### src/rtl/fetch_stall_ctrl.sv
// Fetch-side stall/redirect executor: owns the PC and the IF/ID register,
// injects NOP bubbles after redirects and counts stalled cycles.
module fetch_stall_ctrl #(
    parameter int PC_W      = 9,
    parameter int INSTR_W   = 32,
    parameter int FLUSH_CYC = 1,
    parameter int CNT_W     = 16
) (
    input  logic               clk,
    input  logic               rst_n,
    input  logic [PC_W-1:0]    pc_inc,
    input  logic               ifid_write,
    input  logic               branch_taken,
    input  logic [PC_W-1:0]    branch_target,
    input  logic [INSTR_W-1:0] imem_rdata,
    output logic [PC_W-1:0]    imem_addr,
    output logic [PC_W-1:0]    ifid_pc,
    output logic [INSTR_W-1:0] ifid_instr,
    output logic               ifid_valid,
    output logic [1:0]         fetch_state,
    output logic [CNT_W-1:0]   stall_cycles
);

    typedef enum logic [1:0] {
        RUN   = 2'd0,
        STALL = 2'd1,
        FLUSH = 2'd2
    } state_t;

    localparam logic [INSTR_W-1:0] NOP        = INSTR_W'(32'h0000_0013);
    localparam logic [2:0]         FLUSH_INIT = 3'(FLUSH_CYC);
    localparam state_t             BR_STATE   = (FLUSH_CYC > 0) ? FLUSH : RUN;

    state_t            state, state_nxt;
    logic [2:0]        flush_cnt, flush_cnt_nxt;
    logic [PC_W-1:0]   pc, pc_nxt;
    logic              bubble, load;

    always_comb begin
        state_nxt     = state;
        flush_cnt_nxt = flush_cnt;
        bubble        = 1'b0;
        load          = 1'b0;
        if (branch_taken) begin
            bubble        = 1'b1;
            flush_cnt_nxt = FLUSH_INIT;
            state_nxt     = BR_STATE;
        end else begin
            case (state)
                FLUSH: begin
                    bubble        = 1'b1;
                    flush_cnt_nxt = (flush_cnt == 3'd0) ? 3'd0 : flush_cnt - 3'd1;
                    // Last bubble cycle: hand off straight into whatever the hazard unit asks now
                    if (flush_cnt <= 3'd1)
                        state_nxt = ifid_write ? RUN : STALL;
                end
                RUN: begin
                    load = ifid_write;
                    if (!ifid_write)
                        state_nxt = STALL;
                end
                STALL: begin
                    load = ifid_write;
                    if (ifid_write)
                        state_nxt = RUN;
                end
                default: state_nxt = RUN;
            endcase
        end
    end

    assign pc_nxt = branch_taken ? branch_target : pc + pc_inc;

    always_ff @(posedge clk or negedge rst_n) begin
        if (!rst_n) begin
            state     <= RUN;
            flush_cnt <= '0;
            pc        <= '0;
        end else begin
            state     <= state_nxt;
            flush_cnt <= flush_cnt_nxt;
            pc        <= pc_nxt;
        end
    end

    always_ff @(posedge clk or negedge rst_n) begin
        if (!rst_n) begin
            ifid_pc    <= '0;
            ifid_instr <= NOP;
            ifid_valid <= 1'b0;
        end else if (bubble) begin
            ifid_instr <= NOP;
            ifid_valid <= 1'b0;
        end else if (load) begin
            ifid_pc    <= pc;
            ifid_instr <= imem_rdata;
            ifid_valid <= 1'b1;
        end
    end

    always_ff @(posedge clk or negedge rst_n) begin
        if (!rst_n)
            stall_cycles <= '0;
        else if (!ifid_write && !branch_taken && stall_cycles != '1)
            stall_cycles <= stall_cycles + 1'b1;
    end

    assign imem_addr   = pc;
    assign fetch_state = state;

endmodule

### config.mk
export PLATFORM = sky130hd
export DESIGN_NAME = fetch_stall_ctrl
export DESIGN_NICKNAME = d
export VERILOG_FILES = /design/src/rtl/fetch_stall_ctrl.sv
export SDC_FILE = /design/constraint.sdc
export NUM_CORES = 1
export LEC_CHECK = 0
export CORE_UTILIZATION = 40
export CTS_CLUSTER_DIAMETER = 50
export DETAILED_ROUTE_END_ITERATION = 12
export HOLD_SLACK_MARGIN = 0.05
export PLACE_DENSITY = 0.88
export SLEW_MARGIN = 20
export SYNTH_ARGS = -nofsm -noshare
export SYNTH_HDL_FRONTEND = slang
export SYNTH_SLANG_ARGS = --single-unit
export TNS_END_PERCENT = 10
### constraint.sdc
create_clock -name clk -period 1.8 [get_ports clk]
set_clock_uncertainty 0.15 [all_clocks]
set_input_delay 0.45 -clock clk [delete_from_list [all_inputs] [get_ports clk]]
set_output_delay 0.45 -clock clk [all_outputs]
set_load 0.005 [all_outputs]
# Yosys cells after proc, flatten, opt, wreduce, memory -nomap -nowiden

Cells that the tools add are included.

$add $sub $neg: 3
Magnitude comparators: 1
Eq/ne operators: 6
Mux-type cells: 18
Bitwise logic cells: 1
Reduce and logical (&&, ||, !) cells: 11

Operators with widths:

| kind                                                                   | number |
|---|---|
| 32-bit 2-to-1 mux                                                      | 2 |
| 16-bit by 1-bit adder with 16-bit output (second input constant)       | 1 |
| 16-bit inequality test (second input constant)                         | 1 |
| 9-bit adder                                                            | 1 |
| 3-bit 2-to-1 mux                                                       | 3 |
| 9-bit 2-to-1 mux                                                       | 1 |
| 3-bit inequality test (second input constant)                          | 3 |
| 2-bit 2-to-1 mux                                                       | 4 |
| 1-bit 2-to-1 mux                                                       | 7 |
| 2-bit one-hot mux with 3 select lines                                  | 1 |
| 2-bit nonzero test                                                     | 2 |
| 3-bit by 1-bit <= comparator with 1-bit output (second input constant) | 1 |
| 3-bit zero test                                                        | 1 |
| 3-bit AND reduction                                                    | 1 |
| 3-bit by 1-bit subtractor with 3-bit output (second input constant)    | 1 |
| 2-bit by 1-bit equality test with 1-bit output (second input constant) | 1 |
| 2-bit equality test (second input constant)                            | 1 |
| 1-bit logical AND                                                      | 2 |
| 1-bit zero test                                                        | 2 |
| 2-bit zero test                                                        | 1 |
| 2-bit AND reduction                                                    | 1 |
| 2-bit OR reduction                                                     | 1 |
| 1-bit NOT                                                              | 1 |

Register bits after elaboration: 72
Bits of input ports: 54
Output and inout port bits: 69
Logic and storage cells: 47

# Depth between registers and ports, before layout

Gate-level depths: netlist (run 1).

Depth in word-level cells: 6
Depth in mapped cells: 7
Depth with buffers taken out: 7

# Least setup slack after synthesis (run 1)

Ideal clock, no wire load.

Path kind: in2reg
Start point: input port pc_inc[1]
End point: register pc[7], in the netlist imem_addr[7]
Setup time: 0.126 ns
Arrival: 1.621 ns
Data required time: 1.524 ns
Slack: -0.097 ns
Stages: 5
Buffers on the path: 0
Cell sequence: ha_1 a211o_1 a2111oi_2 o21ai_1 o311a_1

Word-level cells in the longest chain between the ends: 2

RTL lines:

| what                   | RTL line | source |
|---|---|---|
| start: declaration     | 11       | `input logic [PC_W-1:0] pc_inc,` |
| 9-bit adder            | 72       | `assign pc_nxt = branch_taken ? branch_target : pc + pc_inc;` |
| 9-bit 2-to-1 mux       | 72       |  |
| named net pc_nxt[7]    | 36       | `logic [PC_W-1:0] pc, pc_nxt;` |
| end signal: assignment | 82       | `pc <= pc_nxt;` |
| end: declaration       | 36       |  |

The timed path passes the listed nets, and every way through them passes these cells.
A chain may end at the register's enable or synchronous reset.

# Worst setup path after layout (run 1)

Start point: register pc[0], in the netlist imem_addr[0]
End point: register pc[8], in the netlist imem_addr[8]

Word-level cells in the longest chain between the ends: 2

RTL lines:

| what                | RTL line |
|---|---|
| 9-bit adder         | 72 |
| 9-bit 2-to-1 mux    | 72 |
| named net pc_nxt[8] | 36 |

The timed path passes the listed nets, and every way through them passes these cells.

==> impl_metrics.json, run 1 <==
{
  "first_pass_iters": 4,
  "required_ns": 1.85,
  "p_leak_nw": 2.73,
  "row_count": 32,
  "yosysWarnings": 0,
  "p_per_area_mw_per_mm2": 900,
  "hp-class": "register to register",
  "path_cells": "ha_4 -> inv_2 -> fa_2 -> nor2b_2 -> o31a_1 -> buf_4 -> o21a_1 -> o211ai_1",
  "hold_start": "ifid_pc[4]$_DFFE_PN0P_",
  "totalPowerFinal_mw": 4.74,
  "fin_nets": 521,
  "finalSetupViolCount": 6,
  "post-route-cell-area_sq_mm": 0.00527,
  "vias": 2898,
  "die_area_sq_mm": 0.00860,
  "worst_pin_slew_ns": 0.395,
  "nFillCells": 620,
  "ctsLongestPathBuffers": 2,
  "cp_slowest_cell": "dfrtp_1",
  "cp_top_family": "adder cells",
  "r2r-start": "imem_addr[0]$_DFF_PN0_",
  "wl_um": 8770,
  "die-height_um": 92.7,
  "whs_path_depth": 2,
  "criticalPathCategory": "register to register",
  "r2r_end": "imem_addr[8]$_DFF_PN0_",
  "start_kind": "register",
  "die_w_um": 92.7,
  "worst_ir_drop_vdd_mv": 0.700,
  "core_sq_mm": 0.00785,
  "async_flop_share_pct": 100,
  "drv_cap": 0,
  "synth_ff_type": "dfrtp_1",
  "rrSetupSlack_ns": -0.08,
  "hold_violations": 0,
  "syn-num-nets": 357,
  "grtUsageTotal_pct": 21.0,
  "grt_max_degree": 37,
  "syn-cell-area_sq_mm": 0.00329,
  "start_util_pct": 41.9,
  "port_buffers": 122,
  "drv_slew": 0,
  "status": "complete, but fails checks",
  "clk_pin_slew_ns": 0.08,
  "antenna_left": 0,
  "layout_setup_ws_ns": -0.0845,
  "io_pins": 123,
  "clk_latency_ns": 0.32,
  "cp-end-kind": "register",
  "antenna_found_initial": 0,
  "drc": 0,
  "whs_ns": 0.325,
  "ys_types": 50,
  "syn_to_final_growth_pct": 60.0,
  "cts.sinks": 72,
  "fin_util_pct": 67.1,
  "synth-seq-cells": 72,
  "crit_path_max_incr_delay_ns": 0.39,
  "drt_iter0_drc": 84,
  "cts-root-buf": "clkbuf_8",
  "min_to": "ifid_pc[4]$_DFFE_PN0P_",
  "hpwl_um": 6590,
  "fmax_mhz": 531,
  "violations": "setup timing",
  "cp_max_fo": 3,
  "grt_pass1_wl_um": 14100,
  "period_needed_ns": 1.88,
  "arrival_ns": 1.93,
  "placed_area_sq_mm": 0.00497,
  "path_buf_inv": 2,
  "via_per_inst": 5.16,
  "h-tree-depth": 3,
  "antenna_cells": 0,
  "fin_crit_sh_pct": 105,
  "layout-drive-gt1-share_pct": 18.5,
  "cts_tree": "done",
  "gp_congestion": 0.869,
  "synthMostInstantiatedCell": "dfrtp_1",
  "relSlewSlack_pct": 73.7,
  "cts_buffers": 9,
  "synth_edf_count": 0,
  "grt_pass1_vias": 2966,
  "synthTopCellsByCount": "69 x dfrtp_1, 33 x nand2_1, 30 x a22o_1",
  "wl_per_cell_um": 15.6,
  "synth_cells": 291,
  "place_ws_ns": -0.749,
  "grt_overflow": 0,
  "synth_area_leader_cell": "dfrtp_1",
  "ys_top_cells_by_area": "dfrtp_1 52%, a22o_1 8.0%, ha_1 4.2%",
  "rsz0062_at_grt": "true",
  "yosysSeqAreaShare_pct": 54.8,
  "avgSynthCellArea_sq_um": 11.3,
  "synth_top_cell_area_share_pct": 52.5,
  "reg2regPathDepth": 8
}
[cells by family (layout without fill, tap and decap cells)]
family                     Yosys count  count (layout)  synth area share (%)
DFF                                 72              72                  54.8
and+or+nand+nor                     89              89                  13.8
buffers and inverters               22             191                  2.89
muxes                                4               4                  1.29
xor gates and xnor gates            13              13                  3.46
AOI/OAI and AO/OA                   79              79                  18.9
adders and majority gates           12              12                  4.79
[how the worst max path moves through the flow]
| stage | from | to | slack (ns) | cells past startpoint |
|---|---|---|---|---|
| floorplan | pc_inc[0] | imem_addr[6]$_DFF_PN0_ | -0.03 | 7 |
| global placement | pc_inc[0] | imem_addr[6]$_DFF_PN0_ | -0.63 | 8 |
| detailed placement | pc_inc[0] | imem_addr[6]$_DFF_PN0_ | -0.75 | 8 |
| CTS | imem_addr[1]$_DFF_PN0_ | imem_addr[7]$_DFF_PN0_ | -0.10 | 6 |
| global route | imem_addr[0]$_DFF_PN0_ | imem_addr[8]$_DFF_PN0_ | -0.16 | 8 |
| finish | imem_addr[0]$_DFF_PN0_ | imem_addr[8]$_DFF_PN0_ | -0.08 | 8 |
[worst min-delay path, cell delays in order, from the launching register on]
cell	delay, ns
dfrtp_1	0.35
nand2_1	0.05
nand2_1	0.05
[registers in the layout (all words and copies together), names as in the netlist]
signal and flops:
flush_cnt 3, ifid_instr 32, ifid_valid 1, stall_cycles 16
imem_addr 9, fetch_state 2, ifid_pc 9
[through the flow]
stage          std cells  TNS (ns)
2_1_floorplan        291   -0.0326
3_3_place_gp         539    -18.14
3_5_place_dp         539    -19.05
4_1_cts              560    -0.318
5_1_grt              562    -0.831
6_report             562    -0.270
[final cells by class]
| cell class | count | area (sq um) | share of cell area [%] |
|---|---|---|---|
| Clock buffer | 10 | 128 | 2.42 |
| Inverter | 8 | 30.0 | 0.570 |
| Timing Repair Buffer | 167 | 1570 | 29.9 |
| Sequential cell | 72 | 1810 | 34.3 |
| Clock inverter | 6 | 92.6 | 1.76 |
| Tap cell | 102 | 128 | 2.42 |
| Multi-Input combinational cell | 197 | 1510 | 28.6 |
[cells in the final DEF, fill, tap and decap left out, types with 3 or more instances in the layout]
cell type / count
a211o_1: 3
a21o_1: 4
a21oi_1: 5
a22o_1: 30
and3_1: 5
and4_1: 3
buf_12: 4
buf_4: 39
buf_6: 3
clkbuf_8: 9
clkdlybuf4s50_1: 46
dfrtp_1: 68
dfstp_2: 3
dlygate4sd2_1: 61
dlymetal6s2s_1: 13
ha_1: 5
ha_4: 5
inv_1: 7
nand2_1: 33
nand2b_1: 5
nand3_1: 10
nor2_1: 13
nor3_1: 4
o21a_1: 5
o21ai_0: 5
o21ai_1: 5
o22a_1: 3
xnor2_1: 11
[what timing repair did]
action                                 CTS  global route
endpoints found under the hold margin   23             0
setup endpoints to repair               64            58
pin swaps                                8             5
hold buffers                             1             0
resized for setup                       69            20
setup buffers                            4             2
[per-layer routing]
metal  track usage, %  vias up  wire, um
li1                 -     1379         -
met1             26.0     1426      3800
met2             37.4       82      4540
met3             3.28       11       323
met4             6.54        0       108
met5                0        -         0
[power breakdown]
| group | switching [mW] | internal (mW) |
|---|---|---|
| clock network | 0.595 | 0.788 |
| logic | 0.572 | 0.817 |
| registers | 0.159 | 1.81 |
Note: power is estimated with default switching activity, not from simulation.
==> inputs of run 2 (changes only) <==
--- a/config.mk
+++ b/config.mk
@@ -5,11 +5,11 @@
 export SDC_FILE = /design/constraint.sdc
 export NUM_CORES = 1
 export LEC_CHECK = 0
-export CORE_UTILIZATION = 40
+export CORE_UTILIZATION = 42
 export CTS_CLUSTER_DIAMETER = 50
 export DETAILED_ROUTE_END_ITERATION = 12
 export HOLD_SLACK_MARGIN = 0.05
-export PLACE_DENSITY = 0.88
+export PLACE_DENSITY = 0.89
 export SLEW_MARGIN = 20
 export SYNTH_ARGS = -nofsm -noshare
 export SYNTH_HDL_FRONTEND = slang
==> constraint.sdc (replaced) <==
create_clock -name clk -period 2.1 [get_ports clk]
set_clock_uncertainty 0.15 [all_clocks]
set_input_delay 0.525 -clock clk [delete_from_list [all_inputs] [get_ports clk]]
set_output_delay 0.525 -clock clk [all_outputs]
set_load 0.005 [all_outputs]
==> impl_metrics.json, run 2 (same netlist as run 1, synthesis figures left out) <==
{
  "power_frac_seq_pct": 44.1,
  "syn_to_final_growth_pct": 54.6,
  "h-tree-depth": 3,
  "nFillCells": 542,
  "wl_per_cell_um": 15.8,
  "clk_latency_ns": 0.34,
  "die-height_um": 90.5,
  "criticalPathCategory": "input port to register",
  "antenna_left": 0,
  "reg2regPathDepth": 7,
  "cp-end-kind": "register",
  "antenna_cells": 0,
  "busiest_layer": "met2",
  "fin_cells": 543,
  "min_to": "ifid_pc[6]$_DFFE_PN0P_",
  "clk_pin_slew_ns": 0.08,
  "hold_violations": 0,
  "rrSetupSlack_ns": 0.15,
  "core_sq_mm": 0.00741,
  "fin_crit_sh_pct": 99.2,
  "cp_max_fo": 4,
  "layout-drive-gt1-share_pct": 14.2,
  "io_pins": 123,
  "finalSetupViolCount": 0,
  "switching_share_pct": 30.5,
  "final_common_cell": "clkdlybuf4s50_1",
  "required_ns": 2.20,
  "cts-root-buf": "clkbuf_8",
  "fin_setup_tns_ns": 0,
  "arrival_ns": 2.18,
  "drv_slew": 0,
  "layout_common_cells": "119 x clkdlybuf4s50_1, 69 x dfrtp_1, 33 x nand2_1",
  "vias": 2876,
  "status": "finished clean",
  "start_kind": "input port",
  "clkPwrFrac_pct": 26.4,
  "reg_top3": "ifid_instr: 32 flops, stall_cycles: 16 flops",
  "start_util_pct": 44.4,
  "largest_register": "ifid_instr",
  "r2r-start": "imem_addr[0]$_DFF_PN0_",
  "period_needed_ns": 2.08,
  "fin_nets": 505,
  "first_pass_iters": 4,
  "gp_congestion": 0.828,
  "via_per_inst": 5.30,
  "hold_start": "ifid_pc[6]$_DFFE_PN0P_",
  "grt_pass1_wl_um": 14200,
  "row_count": 31,
  "die_area_sq_mm": 0.00820,
  "drc": 0,
  "grt_max_degree": 38,
  "grtUsageTotal_pct": 21.6,
  "p_per_area_mw_per_mm2": 768,
  "comb_power_share_pct": 29.4,
  "grt_overflow": 0,
  "switchingPower_mw": 1.19,
  "met1_usage_pct": 27.6,
  "port_buffers": 122,
  "wl_um": 8580,
  "r2r_end": "imem_addr[8]$_DFF_PN0_",
  "ctsLongestPathBuffers": 2,
  "grt_pass1_vias": 2938,
  "hpwl_um": 6300,
  "cts.sinks": 72,
  "whs_path_depth": 2,
  "antenna_found_initial": 0,
  "drt_iter0_drc": 79,
  "relSlewSlack_pct": 68.7,
  "worst_pin_slew_ns": 0.469,
  "largest_reg_flops": 32,
  "cts_buffers": 9,
  "die_w_um": 90.5,
  "hp-class": "register to register",
  "cts_tree": "done",
  "fmax_mhz": 480,
  "grtUsageMet3_pct": 3.96,
  "p_leak_nw": 2.26,
  "drv_cap": 0,
  "grt_util_met2_pct": 36.8,
  "dp_cells": 523,
  "p_int_mw": 2.72,
  "worst_ir_drop_vdd_mv": 0.430
}
## run 2: area by class of cell
cell class,instances,area [sq um],share of cell area (%)
clock buffer,9,124,2.43
sequential,72,1810,35.5
timing repair buffer,151,1490,29.3
multi-input combinational,197,1450,28.6
clock inverter,7,61.3,1.20
tap,99,124,2.43
inverter,8,30.0,0.590
## run 2: per-layer routing
layer  vias to the layer above  wire length, um
met1                      1411             3650
met5                         -                0
li1                       1358                -
met3                        13              422
met2                        94             4360
met4                         0              142
## run 2: per-stage QoR
stage	utilization, %	hold slack, ns	instance area (sq um)	power [mW]	setup slack [ns]
after global routing	68.7	0.361	5090	4.11	-0.00152
after global placement	64.9	0.307	4810	2.78	-0.405
after CTS	68.1	0.331	5050	3.91	0.0128
after detailed placement	64.9	0.311	4810	2.84	-0.504
after floorplan	-	0.0794	3290	2.16	0.128
final	68.7	0.325	5090	3.91	0.0170
## run 2: critical path, stage by stage
cell	delay (ns)
clkdlybuf4s50_1	0.53
ha_4	0.24
nor2b_1	0.15
o31a_1	0.35
o21a_1	0.18
o31ai_1	0.21
## run 2: power groups by stage
stage / Combinational, mW / Clock (mW) / Sequential, mW
after floorplan: 0.442 / 0 / 1.72
after global placement: 1.06 / 0 / 1.73
after detailed placement: 1.10 / 0 / 1.74
after CTS: 1.14 / 1.06 / 1.72
after global routing: 1.25 / 1.11 / 1.75
final: 1.15 / 1.03 / 1.73
## run 2: worst max-delay path by stage
| stage | from | to |
|---|---|---|
| 3_3_place_gp | pc_inc[0] | imem_addr[8]$_DFF_PN0_ |
| 5_1_grt | pc_inc[5] | imem_addr[8]$_DFF_PN0_ |
| 2_1_floorplan | pc_inc[1] | imem_addr[7]$_DFF_PN0_ |
| 6_report | pc_inc[2] | imem_addr[6]$_DFF_PN0_ |
| 4_1_cts | pc_inc[5] | imem_addr[8]$_DFF_PN0_ |
| 3_5_place_dp | pc_inc[0] | imem_addr[8]$_DFF_PN0_ |
## run 2: timing repair
action | in CTS | in global routing
pin swaps | 6 | 6
setup buffers | 2 | 1
endpoints found under the hold margin | 32 | 0
gates resized for setup | 6 | 4
endpoints found under the setup margin | 4 | 2
hold buffers | 1 | 0
==> inputs of run 3 (changes only) <==
--- a/config.mk
+++ b/config.mk
@@ -5,11 +5,12 @@
 export SDC_FILE = /design/constraint.sdc
 export NUM_CORES = 1
 export LEC_CHECK = 0
+export ABC_CLOCK_PERIOD_IN_PS = 2100
 export CORE_UTILIZATION = 42
 export CTS_CLUSTER_DIAMETER = 50
 export DETAILED_ROUTE_END_ITERATION = 12
 export HOLD_SLACK_MARGIN = 0.05
-export PLACE_DENSITY = 0.89
+export PLACE_DENSITY = 0.75
 export SLEW_MARGIN = 20
 export SYNTH_ARGS = -nofsm -noshare
 export SYNTH_HDL_FRONTEND = slang
==> impl_metrics.json, run 3 (same netlist as run 1, synthesis figures left out) <==
{
  "status": "finished clean",
  "r2r-start": "imem_addr[1]$_DFF_PN0_",
  "rsz0062_at_grt": "true",
  "final_common_cell": "clkdlybuf4s50_1",
  "first_pass_iters": 6,
  "arrival_ns": 2.16,
  "h-tree-depth": 3,
  "cp_slowest_cell": "clkdlybuf4s50_1",
  "fin_nets": 503,
  "row_count": 31,
  "cts-root-buf": "clkbuf_8",
  "r2r_end": "imem_addr[7]$_DFF_PN0_",
  "clk_latency_ns": 0.34,
  "antenna_cells": 0,
  "worst_pin_slew_ns": 0.389,
  "worst_ir_drop_vdd_mv": 0.449,
  "wl_per_cell_um": 15.2,
  "dp_cells": 523,
  "layout-drive-gt1-share_pct": 14.3,
  "layout_setup_ws_ns": 0.0348,
  "via_per_inst": 5.18,
  "drc": 0,
  "port_buffers": 122,
  "hold_violations": 0,
  "cp_top_family": "compound AO/OA/AOI/OAI gates",
  "place_ws_ns": -0.430,
  "die_w_um": 90.5,
  "grtUsageTotal_pct": 20.9,
  "largest_register": "ifid_instr",
  "period_needed_ns": 2.07,
  "cp-end-kind": "register",
  "criticalPathCategory": "input port to register",
  "layout_common_cells": "119 x clkdlybuf4s50_1, 69 x dfrtp_1, 33 x nand2_1",
  "hpwl_um": 5780,
  "start_kind": "input port",
  "cp_max_fo": 4,
  "fin_util_pct": 68.0,
  "reg2regPathDepth": 5,
  "syn_to_final_growth_pct": 53.0,
  "relSlewSlack_pct": 74.0,
  "grt_pass1_wl_um": 13700,
  "finalSetupViolCount": 0,
  "ctsLongestPathBuffers": 2,
  "core_sq_mm": 0.00741,
  "whs_ns": 0.0410,
  "crit_path_max_incr_delay_ns": 0.47,
  "vias": 2803,
  "post-route-cell-area_sq_mm": 0.00504,
  "drv_slew": 0,
  "drv_cap": 0,
  "rrSetupSlack_ns": 0.13,
  "cts_buffers": 9,
  "antenna_left": 0,
  "cts.sinks": 72,
  "grt_pass1_vias": 2770,
  "fin_crit_sh_pct": 98.3,
  "clk_pin_slew_ns": 0.08,
  "grt_max_degree": 73,
  "path_cells": "clkdlybuf4s50_1 -> ha_2 -> nor2b_2 -> o31a_1 -> o21a_1 -> o31ai_2",
  "hp-class": "input port to async pin",
  "die_area_sq_mm": 0.00820,
  "drt_iter0_drc": 113,
  "gp_congestion": 0.867,
  "required_ns": 2.20,
  "grt_overflow": 0,
  "fmax_mhz": 484,
  "fin_setup_tns_ns": 0,
  "fin_cells": 541,
  "placed_area_sq_mm": 0.00479,
  "largest_reg_flops": 32,
  "antenna_found_initial": 0,
  "wl_um": 8200,
  "start_util_pct": 44.4,
  "cp.depth": 6,
  "die-height_um": 90.5,
  "reg_top3": "ifid_instr: 32 flops, stall_cycles: 16 flops",
  "p_per_area_mw_per_mm2": 773,
  "cts_tree": "done",
  "io_pins": 123,
  "path_buf_inv": 1,
  "totalPowerFinal_mw": 3.89,
  "p_leak_nw": 2.26
}
## run 3: where the power goes
part / total, mW / internal [mW] / switching [mW]
Combinational: 1.15 / 0.712 / 0.443
Sequential: 1.70 / 1.55 / 0.153
Clock: 1.04 / 0.454 / 0.582
## run 3: metal layers
metal,GRT usage (%),up-vias,share of wire [%]
li1,-,1352,-
met5,0,-,0
met4,7.53,0,1.4
met2,33.8,80,49
met1,28.3,1361,45
met3,3.62,10,4.6
## run 3: area by class of cell
| type | count | area (sq um) |
|---|---|---|
| inverter | 8 | 30.0 |
| sequential | 72 | 1810 |
| multi-input combinational | 197 | 1430 |
| timing repair buffer | 149 | 1460 |
| clock buffer | 9 | 124 |
| tap | 99 | 124 |
| clock inverter | 7 | 61.3 |
| fill | 552 | 2370 |
## run 3: how the worst max path moves through the flow
| stage | startpoint | end | slack (ns) |
|---|---|---|---|
| floorplan | pc_inc[1] | imem_addr[7]$_DFF_PN0_ | 0.13 |
| global placement | pc_inc[0] | imem_addr[8]$_DFF_PN0_ | -0.40 |
| detailed placement | pc_inc[1] | imem_addr[7]$_DFF_PN0_ | -0.43 |
| CTS | pc_inc[0] | imem_addr[6]$_DFF_PN0_ | -0.01 |
| global route | pc_inc[5] | imem_addr[8]$_DFF_PN0_ | -0.009 |
| finish | pc_inc[2] | imem_addr[6]$_DFF_PN0_ | 0.03 |
## run 3: repair_timing
action / CTS / global route
hold buffers: 0 / 0
endpoints found under the setup margin: 3 / 5
setup buffers: 0 / 2
pin swaps: 4 / 10
resized for setup: 3 / 8
## run 3: worst register-to-register path, cell delays in order, from the launching register on
cell       delay [ns]
dfrtp_1          0.41
ha_1             0.32
a211o_1          0.36
a2111oi_4        0.39
o21ai_1          0.10
o311a_1          0.13
